## src/rtl/gpio_bank.sv

```systemverilog
// Memory-mapped GPIO bank: per-pin and word-wide access to output, direction and
// edge-interrupt registers, with synchronised inputs and a level interrupt.
module gpio_bank #(
  parameter int N    = 64,
  parameter int SYNC = 2
) (
  input  logic         clk,
  input  logic         reset,
  input  logic         io_rd,
  input  logic         io_wr,
  input  logic [11:0]  addr,
  input  logic [31:0]  wdata,
  output logic [31:0]  rdata,
  input  logic [N-1:0] pin_i,
  output logic [N-1:0] pin_o,
  output logic [N-1:0] pin_oe,
  output logic         irq
);

  localparam int ARM_W = $clog2(SYNC + 2);
  localparam logic [ARM_W-1:0] ARM_DONE = ARM_W'(SYNC + 1);

  logic [N-1:0] sync_reg [SYNC];
  logic [N-1:0] prev_reg, out_reg, oe_reg, pend_reg, ren_reg, fen_reg;
  logic [N-1:0] out_next, oe_next, pend_next, ren_next, fen_next;
  logic [N-1:0] sync_in;
  logic [ARM_W-1:0] arm_reg;
  logic         armed;
  logic         irq_reg;
  logic [31:0]  rdata_reg, rd_next;
  logic [3:0]   sel;
  logic [6:0]   pin;
  logic [2:0]   word;
  logic [8:0]   wr_sel;
  logic [255:0] in_pad, out_pad, oe_pad, pend_pad, ren_pad, fen_pad;
  logic         unused_addr;

  assign sel         = addr[11:8];
  assign pin         = addr[6:0];
  assign word        = addr[4:2];
  assign unused_addr = ^{addr[7], addr[1:0]};
  assign sync_in     = sync_reg[SYNC-1];
  assign armed       = (arm_reg == ARM_DONE);

  genvar gi;
  generate
    for (gi = 0; gi < 9; gi++) begin : g_sel
      assign wr_sel[gi] = io_wr && (sel == 4'(gi));
    end

    // Per-pin next-state; pins beyond N have no storage, so writes to them vanish.
    for (gi = 0; gi < N; gi++) begin : g_bit
      localparam logic [2:0] WI = 3'(gi / 32);
      localparam int BI = gi % 32;
      logic pin_hit, word_hit, wbit, rise, fall, ev;

      assign pin_hit  = (pin == 7'(gi));
      assign word_hit = (word == WI);
      assign wbit     = wdata[BI];
      assign rise     = sync_in[gi] & ~prev_reg[gi];
      assign fall     = ~sync_in[gi] & prev_reg[gi];
      assign ev       = armed & ((rise & ren_reg[gi]) | (fall & fen_reg[gi]));

      assign out_next[gi] = (wr_sel[0] && pin_hit)          ? wdata[0] :
                            (wr_sel[2] && word_hit)         ? wbit :
                            (wr_sel[4] && word_hit && wbit) ? 1'b1 :
                            (wr_sel[5] && word_hit && wbit) ? 1'b0 :
                            out_reg[gi];
      assign oe_next[gi]  = (wr_sel[1] && pin_hit)  ? wdata[0] :
                            (wr_sel[3] && word_hit) ? wbit : oe_reg[gi];
      assign ren_next[gi] = (wr_sel[7] && word_hit) ? wbit : ren_reg[gi];
      assign fen_next[gi] = (wr_sel[8] && word_hit) ? wbit : fen_reg[gi];
      // A new event wins over a clear of the same bit in the same cycle.
      assign pend_next[gi] = ev | (pend_reg[gi] & ~(wr_sel[6] & word_hit & wbit));
    end
  endgenerate

  assign in_pad   = 256'(sync_in);
  assign out_pad  = 256'(out_reg);
  assign oe_pad   = 256'(oe_reg);
  assign pend_pad = 256'(pend_reg);
  assign ren_pad  = 256'(ren_reg);
  assign fen_pad  = 256'(fen_reg);

  always_comb begin
    rd_next = '0;
    case (sel)
      4'd0:       rd_next = {31'b0, in_pad[{1'b0, pin}]};
      4'd1:       rd_next = {31'b0, oe_pad[{1'b0, pin}]};
      4'd2:       rd_next = in_pad[{word, 5'd0} +: 32];
      4'd3:       rd_next = oe_pad[{word, 5'd0} +: 32];
      4'd4, 4'd5: rd_next = out_pad[{word, 5'd0} +: 32];
      4'd6:       rd_next = pend_pad[{word, 5'd0} +: 32];
      4'd7:       rd_next = ren_pad[{word, 5'd0} +: 32];
      4'd8:       rd_next = fen_pad[{word, 5'd0} +: 32];
      default:    rd_next = '0;
    endcase
  end

  always_ff @(posedge clk) begin
    if (reset) begin
      for (int k = 0; k < SYNC; k++) sync_reg[k] <= '0;
      prev_reg  <= '0;
      out_reg   <= '0;
      oe_reg    <= '0;
      pend_reg  <= '0;
      ren_reg   <= '0;
      fen_reg   <= '0;
      arm_reg   <= '0;
      rdata_reg <= '0;
      irq_reg   <= 1'b0;
    end else begin
      sync_reg[0] <= pin_i;
      for (int k = 1; k < SYNC; k++) sync_reg[k] <= sync_reg[k-1];
      prev_reg <= sync_in;
      out_reg  <= out_next;
      oe_reg   <= oe_next;
      pend_reg <= pend_next;
      ren_reg  <= ren_next;
      fen_reg  <= fen_next;
      // Edges are ignored until the chain has flushed its post-reset zeros.
      if (!armed) arm_reg <= arm_reg + 1'b1;
      if (io_rd) rdata_reg <= rd_next;
      irq_reg <= |pend_reg;
    end
  end

  assign rdata  = rdata_reg;
  assign pin_o  = out_reg;
  assign pin_oe = oe_reg;
  assign irq    = irq_reg;

endmodule

```

## config.mk

```make
export PLATFORM = sky130hd
export DESIGN_NAME = gpio_bank
export DESIGN_NICKNAME = d
export VERILOG_FILES = /design/src/rtl/gpio_bank.sv
export SDC_FILE = /design/constraint.sdc
export NUM_CORES = 1
export LEC_CHECK = 0
export CELL_PAD_IN_SITES_DETAIL_PLACEMENT = 0
export CELL_PAD_IN_SITES_GLOBAL_PLACEMENT = 1
export CORE_UTILIZATION = 40
export DETAILED_ROUTE_END_ITERATION = 8
export PLACE_DENSITY_LB_ADDON = 0.1
export SLEW_MARGIN = 10
export SYNTH_ARGS = -nofsm -noshare
export SYNTH_HDL_FRONTEND = slang
export SYNTH_SLANG_ARGS = --single-unit
```

## constraint.sdc

```tcl
create_clock -name clk -period 2.7 [get_ports clk]
set_clock_uncertainty 0.05 [all_clocks]
set_input_delay 0.405 -clock clk [delete_from_list [all_inputs] [get_ports clk]]
set_output_delay 0.405 -clock clk [all_outputs]
set_load 0.01 [all_outputs]
```

==> impl_metrics.ini <==
[global_routing]
grt_max_degree = 111
grt.total_usage_pct = 33.13
grt-ovfl-total = 0
grt_pass1_wl_um = 153900
grt_pass1_vias = 22890
antenna_found_initial = 4

[setup_path]
start_kind = input pin
critical_path_class = input pin to flop
path_max_fanout = 16
cp_data_required_time_ns = 3.20
cp-end-kind = flop
cp_data_arrival_time_ns = 2.92

[detailed_routing]
wl_per_cell_um = 26.70
drc = 0
dr.first_iter.drc_count = 3484
via_per_inst = 6.180
wirelength_um = 106100
drt_first_pass_iters = 7
ant_nets = 0
via_count = 24550

[cells_and_area]
final_nets = 3264
area_delta_synth_final_pct = 28.80
nFillCells = 5473
seq_area_um2 = 10950
final_cells = 3972
largest_reg_flops = 128
multi_input_area_um2 = 12240
drive_gt1_share_pct = 12.85

[clocking]
cts_max_path_buffers = 3
htree_num_levels = 2
cts_tree = built
root_buffer = clkbuf_16
clk_pin_slew_ns = 0.06
post-cts-setup-buffer-count = 0
clk_latency_ns = 0.66
cts_made_buffers = 59
cts_hold_buf = 0
post_cts_resized = 0
cts_sinks = 547

[placement]
gp_congestion = 0.9478
dp_cells = 3863
port_buffers = 271
place_hpwl_um = 73760

[yosys]
synthTopCellsByArea = dfxtp_1 45%, nand2_1 8.4%, a21oi_1 5.9%
ys_seq_area_share_pct = 45.05
synth.top_cell.area_share_pct = 45.05
async_reset_ff_share_pct = 0
yosys.area.top_type = dfxtp_1
syn_nets = 2981
synth_common_cells = 547 x dfxtp_1, 547 x nand2_1, 287 x a21oi_1
syn_area_um2 = 24310
syn_inst = 2868
synth_cell_types = 63
ys.flop_type = dfxtp_1
ys_seq_elements = 547
synth_warnings = 0
synth.avg_cell_area_um2 = 8.475
synth_edf_count = 0

[hold_path]
hold_class = input pin to flop

[timing]
timing.final.crit_share_pct = 89.73
tightest_slew_ns = 0.7534
fin_crit_ns = 2.423
hold_viol_final = 0
setup_viol = 0
final-max-slew-violation-count = 0
slew_headroom_pct = 49.65
rsz0062_at_grt = no
finalSetupTns_ns = 0
timing.fmax_mhz = 412.8

[floorplan]
rows = 89
start_util_pct = 40.80
die_h_um = 248.5
fp.dieW_um = 248.5
ios = 273
core_um2 = 59580
dieArea_um2 = 61750

[flow_run]
cap_violations = 0

[power]
ir_worst_vdd_uv = 473.8
leakagePower_uw = 0.01028
p_per_area_nw_per_um2 = 577.9

[status]
status = complete, no violations
kinds of logic after synthesis:
| group | synth area share, % |
|---|---|
| adder cells (fa/ha/maj) | 0.05147 |
| XOR/XNOR | 0.07208 |
| buffers and inverters | 4.870 |
| AO/OA/AOI/OAI | 23.98 |
| AND/OR/NAND/NOR | 21.27 |
| flip-flops | 45.05 |
| multiplexers | 4.710 |
power by group:
part / internal, µW / switching (µW)
clock: 4880 / 3540
sequential: 8210 / 138
combinational: 510 / 812
total: 13600 / 4490
layer usage:
metal	up-vias	wire, µm	GRT usage [%]
li1	10950	-	-
met1	11880	45010	46.71
met2	1499	46170	50.19
met3	219	11160	5.736
met4	0	3712	12.85
met5	-	0	0
area by class of cell:
cell class	instances	share of cell area [%]
Antenna cell	1	0.007993
Timing Repair Buffer	504	16.32
Clock inverter	29	1.055
Inverter	4	0.04796
Clock buffer	79	5.407
Sequential cell	547	34.98
Tap cell	773	3.089
Multi-Input combinational cell	2035	39.09
placed cells by master (no fill, tap or decap), types with 6 or more instances in the layout:
cell             instances
mux2_1                   8
o21ai_0                 91
nand2b_1                36
a22o_1                   6
a211oi_1                14
clkbuf_16               60
clkdlybuf4s50_1        268
and2_0                   6
a222oi_1                74
mux4_2                  16
nor3_1                   7
a22oi_1                156
mux2i_1                 39
nor2_2                   6
a221oi_1                31
and2_1                  18
clkinv_2                14
a32o_1                   8
dfxtp_1                547
o21ai_1                  7
nand2_1                547
clkinvlp_4               8
a32oi_1                 24
clkbuf_1                 7
nand3b_1                64
nor2_1                 123
nor2b_1                195
nand3_1                 27
clkbuf_8                12
buf_4                  182
a21oi_1                287
nor4_1                  19
buf_12                  52
a31oi_1                 62
mux2_2                  27
a311oi_1                80
path summary, 6_finish.rpt:
path | from | end | slack, ns | cells past startpoint
worst min-delay path | reset | sync_reg[0][11]$_SDFF_PP0_ | 0.07 | 2
worst max-delay path | addr[3] | rdata[0]$_SDFFE_PP0P_ | 0.28 | 9
worst max register to register | sync_reg[0][100]$_SDFF_PP0_ | rdata[0]$_SDFFE_PP0P_ | 0.34 | 6
worst min register to register | sync_reg[0][25]$_SDFF_PP0_ | sync_reg[0][89]$_SDFF_PP0_ | 0.39 | 1
worst max-delay path: stages:
cell and delay, ns:
clkdlybuf4s50_1 0.47, buf_12 0.19, and2_1 0.28, a22oi_1 0.36, a21oi_1 0.12, o41ai_1 0.56, buf_4 0.20, o31ai_1 0.12
o211ai_1 0.18
per-stage QoR:
step	utilization (%)	worst slack (ns)	area, µm²	power (µW)	hold WS [ns]
3_5_place_dp	49.15	-0.2782	29280	9805	0.3712
5_1_grt	52.54	0.1806	31300	18580	0.08824
3_3_place_gp	49.15	-0.2660	29280	9791	0.3674
4_1_cts	52.54	0.2809	31300	18140	0.05884
2_1_floorplan	-	0.5837	24310	9087	0.3638
6_report	52.55	0.2773	31310	18090	0.06541
No activity file was read; power rests on OpenSTA's default activity.
